File: config.mk
export PLATFORM = sky130hd
export DESIGN_NAME = dso_capture_ctrl
export DESIGN_NICKNAME = d
export VERILOG_FILES = /design/src/rtl/dso_pkg.sv /design/src/rtl/dso_capture_ctrl_decimator.sv /design/src/rtl/dso_capture_ctrl.sv
export SDC_FILE = /design/constraint.sdc
export NUM_CORES = 1
export LEC_CHECK = 0
export ABC_CLOCK_PERIOD_IN_PS = 3500
export BUFFER_PORTS_ARGS = -buffer_cell sky130_fd_sc_hd__clkbuf_2
export CORE_UTILIZATION = 45
export CTS_BUF_LIST = sky130_fd_sc_hd__clkbuf_4 sky130_fd_sc_hd__clkbuf_8 sky130_fd_sc_hd__clkbuf_16
export DETAILED_ROUTE_END_ITERATION = 12
export PLACE_DENSITY = 0.77
export SLEW_MARGIN = 20
export SYNTH_ARGS = -nofsm -noshare
export SYNTH_HDL_FRONTEND = slang
export SYNTH_SLANG_ARGS = --single-unit
File: constraint.sdc
create_clock -name rclk -period 3.5 [get_ports rclk]
set_input_delay 0.525 -clock rclk [delete_from_list [all_inputs] [get_ports rclk]]
set_output_delay 0.525 -clock rclk [all_outputs]
set_load 0.01 [all_outputs]
File: src/rtl/dso_pkg.sv
// Shared definitions for the scope capture path.
//   RAM_DEPTH : depth of the sample memory (512)
//   ADDR_W    : RAM address width (9)
//   DATA_W    : ADC sample width (8)
//   cap_state_t : capture controller state encoding
package dso_pkg;

  localparam int RAM_DEPTH = 512;
  localparam int ADDR_W    = 9;
  localparam int DATA_W    = 8;

  typedef enum logic [2:0] {
    IDLE  = 3'd0,
    PRE   = 3'd1,
    ARMED = 3'd2,
    POST  = 3'd3,
    DONE  = 3'd4,
    DUMP  = 3'd5
  } cap_state_t;

endpackage

File: src/rtl/dso_capture_ctrl_decimator.sv
// dso_decimator: sample-strobe divider used by the capture controller when
// CAPTURE_DECIMATE_EN is defined (the module is only compiled in that build).
// Passes every (dec+1)-th input strobe; the first strobe after clr passes.
//   clk     : clock
//   rst     : synchronous active-high reset
//   clr     : restart the decimation phase
//   dec     : decimation factor minus one
//   in_vld  : candidate sample strobe
//   out_vld : accepted sample strobe (combinational)
`ifdef CAPTURE_DECIMATE_EN
module dso_decimator (
  input  logic       clk,
  input  logic       rst,
  input  logic       clr,
  input  logic [3:0] dec,
  input  logic       in_vld,
  output logic       out_vld
);

  logic [3:0] phase;

  assign out_vld = in_vld && (phase == 4'd0);

  always_ff @(posedge clk) begin
    if (rst || clr) begin
      phase <= 4'd0;
    end else if (in_vld) begin
      phase <= (phase == dec) ? 4'd0 : phase + 4'd1;
    end
  end

endmodule
`endif

File: src/rtl/dso_capture_ctrl.sv
// dso_capture_ctrl: capture controller for the 512 x 8 sample RAM.
// Writes ADC samples into the RAM as a circular buffer with a programmable
// pre/post-trigger split, then reads the 512 samples back oldest-first.
// Optional feature macro: CAPTURE_DECIMATE_EN (adds the 4-bit dec input).
// Ports:
//   rclk, rst               : clock, synchronous active-high reset
//   arm                     : start a new capture from any state
//   smpl_vld, smpl          : ADC sample strobe and data
//   trig, trig_pos          : trigger level, post-trigger sample count
//   rd_req                  : dump request, one sample per accepted pulse
//   dec                     : decimation factor minus one (macro build only)
//   en, we, addr, wdata     : registered RAM port drive
//   rdata                   : RAM read data (valid 1 cycle after a read)
//   busy, cap_done          : capture in progress / capture complete
//   trig_addr               : RAM address of the first post-trigger sample
//   dump_data, dump_vld, dump_last : read-back stream
module dso_capture_ctrl
  import dso_pkg::*;
(
  input  logic              rclk,
  input  logic              rst,
  input  logic              arm,
  input  logic              smpl_vld,
  input  logic [DATA_W-1:0] smpl,
  input  logic              trig,
  input  logic [ADDR_W-1:0] trig_pos,
  input  logic              rd_req,
`ifdef CAPTURE_DECIMATE_EN
  input  logic [3:0]        dec,
`endif
  output logic              en,
  output logic              we,
  output logic [ADDR_W-1:0] addr,
  output logic [DATA_W-1:0] wdata,
  input  logic [DATA_W-1:0] rdata,
  output logic              busy,
  output logic              cap_done,
  output logic [ADDR_W-1:0] trig_addr,
  output logic [DATA_W-1:0] dump_data,
  output logic              dump_vld,
  output logic              dump_last
);

  cap_state_t        state;
  logic [ADDR_W-1:0] wr_ptr;
  logic [ADDR_W-1:0] rd_ptr;
  logic [ADDR_W-1:0] rd_src;
  logic [ADDR_W:0]   pre_cnt;
  logic [ADDR_W:0]   post_cnt;
  logic [ADDR_W:0]   rd_cnt;
  logic [ADDR_W:0]   pre_target;
  logic              capturing;
  logic              take;
  logic              wr_go;
  logic              rd_go;
  logic              rd_p1;
  logic              last_p1;

  assign capturing  = (state == PRE) || (state == ARMED) || (state == POST);
  assign busy       = capturing;
  assign cap_done   = (state == DONE) || (state == DUMP);
  assign pre_target = (ADDR_W+1)'(RAM_DEPTH) - {1'b0, trig_pos};

`ifdef CAPTURE_DECIMATE_EN
  dso_decimator u_decimator (
    .clk     (rclk),
    .rst     (rst),
    .clr     (arm),
    .dec     (dec),
    .in_vld  (smpl_vld && capturing && !arm),
    .out_vld (take)
  );
`else
  assign take = smpl_vld && capturing && !arm;
`endif

  // A zero post-trigger count ends capture on the trigger itself, so the
  // trigger-cycle sample must not land in the buffer.
  assign wr_go = take && !((state == ARMED) && trig && (trig_pos == '0));

  // In DONE the oldest sample sits at wr_ptr; the first read starts there.
  assign rd_src = (state == DONE) ? wr_ptr : rd_ptr;

  // One read in flight at a time; reads stop once all 512 have been issued.
  assign rd_go = rd_req && !rd_p1 && !arm &&
                 ((state == DONE) || ((state == DUMP) && (rd_cnt != 10'd512)));

  // Read data is only meaningful in the cycle it is qualified.
  assign dump_data = dump_vld ? rdata : '0;

  always_ff @(posedge rclk) begin
    if (rst) begin
      state     <= IDLE;
      wr_ptr    <= '0;
      rd_ptr    <= '0;
      pre_cnt   <= '0;
      post_cnt  <= '0;
      rd_cnt    <= '0;
      trig_addr <= '0;
      en        <= 1'b0;
      we        <= 1'b0;
      addr      <= '0;
      wdata     <= '0;
      rd_p1     <= 1'b0;
      last_p1   <= 1'b0;
      dump_vld  <= 1'b0;
      dump_last <= 1'b0;
    end else begin
      en        <= 1'b0;
      we        <= 1'b0;
      // p1: RAM read issued this cycle; data returns in the next one
      rd_p1     <= rd_go;
      last_p1   <= rd_go && (rd_cnt == 10'd511);
      // p2: read data qualified
      dump_vld  <= rd_p1;
      dump_last <= rd_p1 && last_p1;

      if (wr_go) begin
        en     <= 1'b1;
        we     <= 1'b1;
        addr   <= wr_ptr;
        wdata  <= smpl;
        wr_ptr <= wr_ptr + 1'b1;
      end

      if (rd_go) begin
        en     <= 1'b1;
        we     <= 1'b0;
        addr   <= rd_src;
        rd_ptr <= rd_src + 1'b1;
        rd_cnt <= rd_cnt + 1'b1;
      end

      if (arm) begin
        state     <= PRE;
        pre_cnt   <= '0;
        post_cnt  <= '0;
        rd_cnt    <= '0;
        rd_p1     <= 1'b0;
        last_p1   <= 1'b0;
        dump_vld  <= 1'b0;
        dump_last <= 1'b0;
      end else begin
        case (state)
          PRE: begin
            if (take) begin
              pre_cnt <= pre_cnt + 10'd1;
              if (pre_cnt + 10'd1 == pre_target) state <= ARMED;
            end
          end
          ARMED: begin
            if (trig) begin
              trig_addr <= wr_ptr;
              if (trig_pos == '0) begin
                state <= DONE;
              end else if (take && (trig_pos == 9'd1)) begin
                state <= DONE;
              end else begin
                state    <= POST;
                post_cnt <= take ? 10'd1 : 10'd0;
              end
            end
          end
          POST: begin
            if (take) begin
              post_cnt <= post_cnt + 10'd1;
              if (post_cnt + 10'd1 == {1'b0, trig_pos}) state <= DONE;
            end
          end
          DONE: begin
            if (rd_go) state  <= DUMP;
            else       rd_ptr <= wr_ptr;
          end
          DUMP: begin
            if (dump_vld && dump_last) state <= IDLE;
          end
          default: ;
        endcase
      end
    end
  end

endmodule

======== Yosys cells after proc, flatten, opt, wreduce, memory -nomap -nowiden ========
Cells that the tools add are included.
storage, ports and cells
  register bits ........................... 83
  bits of input ports ..................... 31
  output and inout bits ................... 40
  word-level logic and storage cells ...... 108
cells by class
  add/subtract/negate cells ............... 6
  eq/ne operators ......................... 26
  multiplexer cells ....................... 27
  bitwise gates (word level) .............. 1
  reductions and logical operators ........ 32
operator list
  operator               count
  $mux 9                 7
  $mux 10                4
  $add 10x1->10 const B  3
  $mux 3                 9
  $pmux 10 s2            1
  $add 9x1->9 const B    2
  $reduce_and 8->1       2
  $pmux 3 s5             1
  $logic_and 1x1->1      13
  $ne 2x2->1 const B     6
  $ne 3x3->1 const B     4
  $eq 10x10->1           1
  $eq 10x9->1            1
  $eq 10x9->1 const B    1
  $ne 10x10->1 const B   1
  $sub 10x9->10 const A  1
  $eq 9x1->1 const B     1
  $logic_not 9->1        1
  $ne 3x2->1 const B     3
  $mux 8                 1
  $eq 3x2->1 const B     2
  $eq 3x3->1 const B     2
  $ne 2x1->1 const B     3
  $reduce_bool 6->1      1
  other kinds (11)       21

======== Longest topological paths before layout ========
Gate-level depths: netlist of run 1.
  word-level depth ........................ 11
  mapped depth ............................ 12
  mapped depth without buffers ............ 12

======== Worst setup path before layout of run 1 ========
No wires, ideal clock.
  path type ............................... input -> register
  start ................................... in trig_pos[4]
  end ..................................... reg state[1]
  setup time .............................. 0.136 ns
  arrival ................................. 2.594 ns
  required time ........................... 3.364 ns
  setup slack ............................. 0.770 ns
  cell stages on the path ................. 11
  buffers on the path ..................... 1
  cell sequence ........................... buf_2 -> or4_1 -> nor2_1 -> ha_1 -> xnor2_1 -> nand4_1 -> nor3b_1 -> nand4_1 -> o21bai_1 -> a2111oi_0 -> a211oi_1
between the ends
  cells in the longest elaborated chain, start to end .. 6
  elaborated cells on any way between the ends .. 13
  those cells by class .................... add/sub (1); eq/ne (5); mux (4); reduce/logical (3)
ends and longest elaborated chain
  element                                                                RTL line                 text
  start, declared                                                        dso_capture_ctrl.sv:26   input logic [ADDR_W-1:0] trig_pos,
  parallel branches: the longest is 6 deep, another holds $sub 10x9->10  n/a
  end signal, assigned                                                   dso_capture_ctrl.sv:155  state <= DONE;
  end signal, assigned                                                   dso_capture_ctrl.sv:157  state <= DONE;
  end signal, assigned                                                   dso_capture_ctrl.sv:159  state <= POST;
  end, declared                                                          dso_capture_ctrl.sv:44   cap_state_t state;
Several ways; the timed one is not identified. The select of a mux whose other input is x is not followed.
A chain may end at the register's enable or synchronous reset.

======== Worst setup path after layout of run 1 ========
  start ................................... reg state[2]
  end ..................................... reg rd_ptr[6]
between the ends
  cells in the longest elaborated chain, start to end .. 8
  elaborated cells on any way between the ends .. 11
  those cells by class .................... add/sub (1); eq/ne (2); mux (5); reduce/logical (3)
ends and longest elaborated chain
  element                                                              RTL line                 text
  start signal, assigned                                               dso_capture_ctrl.sv:93   state <= IDLE;
  start signal, assigned                                               dso_capture_ctrl.sv:135  state <= PRE;
  start signal, assigned                                               dso_capture_ctrl.sv:148  if (pre_cnt + 10'd1 == pre_target) state <= ARMED;
  parallel branches: the longest is 7 deep, another holds $add 9x1->9  n/a
  $mux 9 (*)                                                           dso_capture_ctrl.sv:134  if (arm) begin
  end signal, assigned                                                 dso_capture_ctrl.sv:130  rd_ptr <= rd_src + 1'b1;
  end signal, assigned                                                 dso_capture_ctrl.sv:172  else rd_ptr <= wr_ptr;
  end, declared                                                        dso_capture_ctrl.sv:46   logic [ADDR_W-1:0] rd_ptr;
Every way passes the cells marked *.

==> results of run 1 <==
## layer usage
layer	vias up	part of all wire (%)
met5	-	0
li1	2141	-
met4	0	1.6
met2	119	48
met1	2016	45
met3	12	5.1
## synthesized netlist by cell type, types with 6 or more instances
library cell,number
dfxtp_1,83
nor2_1,83
nand2_1,52
a21oi_1,44
xnor2_1,24
clkbuf_1,23
o21ai_0,21
and2_1,20
nand3_1,20
inv_1,19
mux2i_1,18
xor2_1,18
nor3_1,13
or3_1,11
ha_1,9
nor4_1,9
a222oi_1,8
nand4_1,8
a211oi_1,7
nor2b_1,6
## tightest hold or removal path, cell delays in order
cell      delay [ns]
clkbuf_2        0.08
nand2_1         0.04
a21oi_1         0.05
## cell type report
cell class,instances,area (um2)
Tap cell,133,166
Clock buffer,10,138
Fill cell,950,4620
Timing Repair Buffer,79,418
Clock inverter,5,61.3
Multi-Input combinational cell,441,2770
Inverter,19,71.3
Sequential cell,83,1660
## registers in the layout, summed over array words and instances, names as in the netlist
signal	count
wr_ptr	9
rd_cnt	10
rd_p1	1
state	3
post_cnt	10
rd_ptr	9
we	1
pre_cnt	10
addr	9
trig_addr	9
last_p1	1
dump_vld	1
dump_last	1
wdata	8
en	1
## kinds of logic after synthesis
group | count (synthesis) | share of synthesized area, %
AND/OR/NAND/NOR | 254 | 26.9
flip-flops | 83 | 35.5
AO/OA/AOI/OAI | 113 | 15.7
buffers and inverters | 55 | 5.30
XOR/XNOR | 47 | 10.3
adder cells (fa/ha/maj) | 9 | 2.41
multiplexers | 18 | 3.85
## final timing paths
path            start        end  slack, ns  depth (start not counted)
max          state[2]  rd_ptr[6]       0.70                          8
min           smpl[0]   wdata[0]       0.37                          3
max reg2reg  state[2]  rd_ptr[6]       0.70                          8
min reg2reg   addr[1]    addr[1]       0.46                          2
## where the power goes
group	total (mW)	switching (mW)	internal, mW	leakage, nW
Sequential	0.966	0.0136	0.952	0.669
Combinational	0.172	0.101	0.0706	1.33
Clock	0.702	0.353	0.349	0.103
## placed cells by master (no fill, tap or decap), drive strengths merged, types with 9 or more instances in the layout
master  Yosys  final
nor2       84     84
dfxtp      83     83
clkbuf     23     80
nand2      52     52
a21oi      44     44
xnor2      24     24
o21ai      23     23
and2       20     20
nand3      20     20
inv        19     20
mux2i      18     18
xor2       18     18
nor3       14     14
or3        11     11
nor4        9      9
ha          9      9
buf        13      9
## through the flow
stage | hold WS, ns | util [%]
floorplan | 0.423 | -
global placement | 0.442 | 51.4
detailed placement | 0.447 | 51.4
CTS | 0.370 | 53.4
global route | 0.355 | 53.4
finish | 0.374 | 53.4
==> metrics, run 1 <==
status finished clean; Die W 104 um; Remaining DRCs 0; Avg Inst Size Synth 8.07 um2; layout net count 673; leak pwr approximately 2.1 nW; Max Slew Vio Count 0; RSZ-0062 raised after global routing no; met1 GRT Util 27.8%; Max-slew headroom approximately two fifths; Peak VDD IR 248 uV; Yosys cell types 63; Post-Layout Cell Count 770; Synth top area share 35.5%; Most Crowded Layer GR met2; # placed instances 755; Core Rows 36; clock slew at reported path FFs 0.09 ns; clock insertion delay at the later pin of the skew report 0.36 ns; hold_buf cts 0; share of layout cells above drive strength 1 17.0%; first-pass GRT wire length 19,300 um; Tmin final 2.80 ns; setup TNS 0 ns; ratio of final minimum period to clock period 80.0%; Buf/Inv on CP 1; # H-tree levels 3; Avg WL per Cell 14.3 um; Via Count 4,288; Post-Syn Area 4670 um2; I/O Buffers 70; post_cts resized 0; Worst path max stage delay 0.62 ns; Post-Route Skew 0.0105 ns; Final Hold Violating Endpoints 0; diode count 0; most frequent cell on the critical path or3b_1; Placed Area ~5100 um2; post-route cell area 5290 um2; vias in the first global route 4,066; die area between 10,000 and 15,000 um2; post-CTS setup buffers 0; clock buffer depth 2; Worst path slowest cell dfxtp_1; synthesized net count between 600 and 700; CP endpoint kind flop; core region area 9910 um2; Hold Crit Class in -> reg; ys flop type dfxtp_1; Cell Pwr Density 348 nW/um2; Area Overhead vs Synth 13.1%; worst-path fanout max 18; Post-DRT Antenna Nets 0; Post-synth ARST share 0%; antenna violations before repair 0; Seq cells post-synth just over 80; CP required between 3 and 4 ns; cell taking the most area after synthesis dfxtp_1; worst slew pin tran 0.909 ns; IO Pins 71; dpl ws 0.439 ns; starting density of the core 47.2%; met2 Use GR 36.1%; largest net degree at the start of global routing between 50 and 60; GPL Wtd Cong a little under 0.9; hpwl dp 8050 um; post-synthesis cell count 579; Final setup viols 0; CP startpoint kind flop; drt total wl 11,000 um; worst path cell trace or3b_1 > buf_4 > mux2i_1 > nand3b_1 > or3b_1 > a21oi_1 > nor2_1 > a2111oi_0; top post-synthesis cells by area dfxtp_1 36%, nor2_1 6.7%, a21oi_1 4.7%; synth warn 0; critical setup path kind reg -> reg; die height 104 um; Vias per Instance approximately 5.6; worst endpoint data arrival time a little over 3 ns; total track usage approximately 22%; First-pass DRT Iterations 5; CTS tree done; register area share after synthesis 35.5%; grt total ovfl 0; met3 global-route usage 4.14%; final worst setup slack 0.700 ns; Pwr Total 1.84 mW; number of synthesized flops with an enable pin 0; fmax around 360 MHz; Iteration-0 DRC Markers 339; Root Buffer clkbuf_8; clk sink count 83; CP top delay family simple AND/OR/NAND/NOR gates; CTS Buf Count 9; max-cap check violation count 0
Power figures use the tool's default switching activity.
==> run 2, diff against run 1 <==
--- a/config.mk
+++ b/config.mk
@@ -5,12 +5,13 @@
 export SDC_FILE = /design/constraint.sdc
 export NUM_CORES = 1
 export LEC_CHECK = 0
-export ABC_CLOCK_PERIOD_IN_PS = 3500
+export ABC_AREA = 1
+export ABC_CLOCK_PERIOD_IN_PS = 2800
 export BUFFER_PORTS_ARGS = -buffer_cell sky130_fd_sc_hd__clkbuf_2
 export CORE_UTILIZATION = 45
 export CTS_BUF_LIST = sky130_fd_sc_hd__clkbuf_4 sky130_fd_sc_hd__clkbuf_8 sky130_fd_sc_hd__clkbuf_16
 export DETAILED_ROUTE_END_ITERATION = 12
-export PLACE_DENSITY = 0.77
+export PLACE_DENSITY = 0.76
 export SLEW_MARGIN = 20
 export SYNTH_ARGS = -nofsm -noshare
 export SYNTH_HDL_FRONTEND = slang
==> constraint.sdc (replaced) <==
create_clock -name rclk -period 2.8 [get_ports rclk]
set_input_delay 0.42 -clock rclk [delete_from_list [all_inputs] [get_ports rclk]]
set_output_delay 0.42 -clock rclk [all_outputs]
set_load 0.01 [all_outputs]
==> run 2 against run 1 <==
Synthesized cell count is 31% higher. Clock power is 24% higher. Register-to-register slack hardly changed. Setup slack worse by 0.067 ns. Clock-buffer cell count is 1 lower. Critical path type is now in -> reg.
==> metrics, run 2 <==
worst endpoint data arrival time 2.49 ns (-0.56 ns); Max Slew Vio Count 0 (unchanged); most frequent cell on the critical path nand2_1; critical setup path kind in -> reg; Worst path slowest cell ha_1; Avg Inst Size Synth 6.43 um2 (-20%); max-cap check violation count 0 (unchanged); setup TNS 0 ns (unchanged); worst flop-to-flop path startpoint rd_cnt[0]; antenna violations before repair 0 (unchanged); cell taking the most area after synthesis dfxtp_1; first-pass GRT wire length 19,400 um (+0.71%); Max-slew headroom 50.2% (+11 points); final worst setup slack 0.633 ns (-0.0665 ns); Via Count 4,893 (+14%); top post-synthesis cells by count 195 x nand2_1, 108 x inv_1, 83 x dfxtp_1; Most Crowded Layer GR met2; Post-Route Skew 0.00798 ns (-0.00256 ns); Worst path max stage delay 0.25 ns (-0.37 ns); Die W 106 um (+2.3%); Final setup viols 0 (unchanged); Yosys cell types 44 (-30%); clock insertion delay at the later pin of the skew report 0.37 ns (about the same); Peak VDD IR 336 uV (+36%); Area Overhead vs Synth 13.1% (about the same); Placed Area 5340 um2 (+4.9%); synthesized net count 801 (+29%); Regs by FF count post_cnt: 10 flops, pre_cnt: 10 flops, rd_cnt: 10 flops; diode count 0 (unchanged); Core Rows 37 (+2.8%); RSZ-0062 raised after global routing no; CP endpoint kind flop; hold_buf cts 0 (unchanged); core region area 10,400 um2 (+5.1%); status finished clean; # H-tree levels 3 (unchanged); Hold Slack 0.292 ns (-0.0825 ns); Final Hold Violating Endpoints 0 (unchanged); Seq cells post-synth 83 (unchanged); Post-Syn Area 4890 um2 (+4.7%); hpwl dp 8620 um (+7.2%); Remaining DRCs 0 (unchanged); starting density of the core 47.0% (-0.20 points); CP required 3.12 ns (-0.63 ns); ys flop type dfxtp_1; First-pass DRT Iterations 5 (unchanged); Post-synth ARST share 0% (unchanged); CP startpoint kind input pin; Post-DRT Antenna Nets 0 (unchanged); most frequent cells in the layout 195 x nand2_1, 108 x inv_1, 83 x dfxtp_1; Synth top area share 34.0% (-1.6 points); clock slew at reported path FFs 0.09 ns (about the same); synth warn 0 (unchanged); largest net degree at the start of global routing 21 (-59%); Vias per Instance 5.06 (-9.1%); met2 Use GR 33.5% (-2.6 points); post-CTS setup buffers 0 (unchanged); dpl ws 0.262 ns (-0.176 ns); critical path launch point trig_pos[0]; Avg WL per Cell 11.9 um (-16%); post-synthesis cell count 761 (+31%); Root Buffer clkbuf_8; IO Pins 71 (unchanged); grt total ovfl 0 (unchanged); met3 global-route usage 3.07% (-1.1 points); leading cell type in the layout, fill and taps excluded nand2_1; drt total wl 11,500 um (+5.1%); die height 106 um (+2.3%); fmax 462 MHz; Hold Crit Class in -> reg; met1 GRT Util 29.1% (+1.2 points); Layout fillers 1,042 (+9.7%); count leader, synth nand2_1; hold wc startpoint smpl[0]; die area 11,300 um2 (+4.6%); post_cts resized 0 (unchanged); vias in the first global route 4,224 (+3.9%); share of layout cells above drive strength 1 15.6% (-1.3 points); Tmin final 2.17 ns; layout net count 866 (+29%); CTS Buf Count 9 (unchanged); number of synthesized flops with an enable pin 0 (unchanged); CTS tree done; clock buffer depth 2 (unchanged); worst slew pin tran 0.745 ns (-0.164 ns); register area share after synthesis 34.0% (-1.6 points); worst-path fanout max 17 (-1); GPL Wtd Cong 0.884 (-0.95%); top post-synthesis cells by area dfxtp_1 34%, nand2_1 15%, inv_1 8.3%; post-route cell area 5530 um2 (+4.6%); ratio of final minimum period to clock period 77.4%; Cell Pwr Density 450 nW/um2 (+29%); clk sink count 83 (unchanged); Iteration-0 DRC Markers 317 (-6.5%); total track usage 21.2% (-0.28 points); worst path cell trace clkbuf_2 > inv_1 > ha_1 > nand2_1 > nor2_1 > nand3_1 > nor2_1 > ha_1 > nand3_1 > nand2_4 > nand2_1 > clkinv_1 > nand2_1 > o211ai_1 > nand2_1 > inv_1; I/O Buffers 70 (unchanged); leak pwr 2.46 nW (+17%)
==> run 2: changes by cell type in the layout (fill, tap and decap cells not counted), moves of 19 or more <==
cell	previous run	this run
and2_1	20	1
inv_1	19	108
nand2_1	52	195
nand3_1	20	54
o21ai_0	21	53
xnor2_1	24	1
==> run 2: worst max-delay path, delay by kind of cell <==
family	cells	cell delay, ns
fa+ha+maj	2	0.44
simple gates	9	1.03
buf+inv	4	0.51
compound gates	1	0.08
==> run 2: cell families (layout without fill, tap and decap cells) <==
kind of cell,Yosys count,after routing,synth area share [%]
compound gates,139,139,16.3
xor+xnor,5,5,0.895
fa+ha+maj,9,9,2.30
buf+inv,136,206,11.2
flops,83,83,34.0
simple gates,389,389,35.3
==> run 2: worst paths after layout <==
path,end,slack (ns),cells after the start
worst max-delay path,addr[6],0.63,16
worst max register to register,rd_ptr[6],0.69,10
worst min register to register,dump_last,0.43,2
worst min-delay path,wdata[0],0.29,3
==> run 2: layout make-up <==
class	count	area [um2]	share of cell area (%)
well taps	136	170	3.08
multi-input cells	542	2680	48.5
repair buffers	76	395	7.15
flip-flops and latches	83	1660	30.0
clock buffers	9	124	2.24
clock inverters	7	68.8	1.24
inverters	114	430	7.78
==> run 2: through the flow <==
step	total power [mW]	instances	utilization, %
after CTS	2.50	967	53.1
final	2.49	967	53.1
after global routing	2.61	967	53.1
after global placement	1.64	951	51.3
after floorplan	1.54	761	-
after detailed placement	1.64	951	51.3
==> run 2: report_power, final <==
part / switching [mW] / internal [mW]
logic: 0.247 / 0.129
clock network: 0.519 / 0.350
registers: 0.0297 / 1.21
==> run 2: metal layers <==
metal | vias to the layer above | wire [um] | share of wire [%]
li1 | 2612 | - | -
met1 | 2147 | 5810 | 50
met2 | 120 | 5040 | 44
met3 | 14 | 502 | 4.3
met4 | 0 | 195 | 1.7
met5 | - | 0 | 0
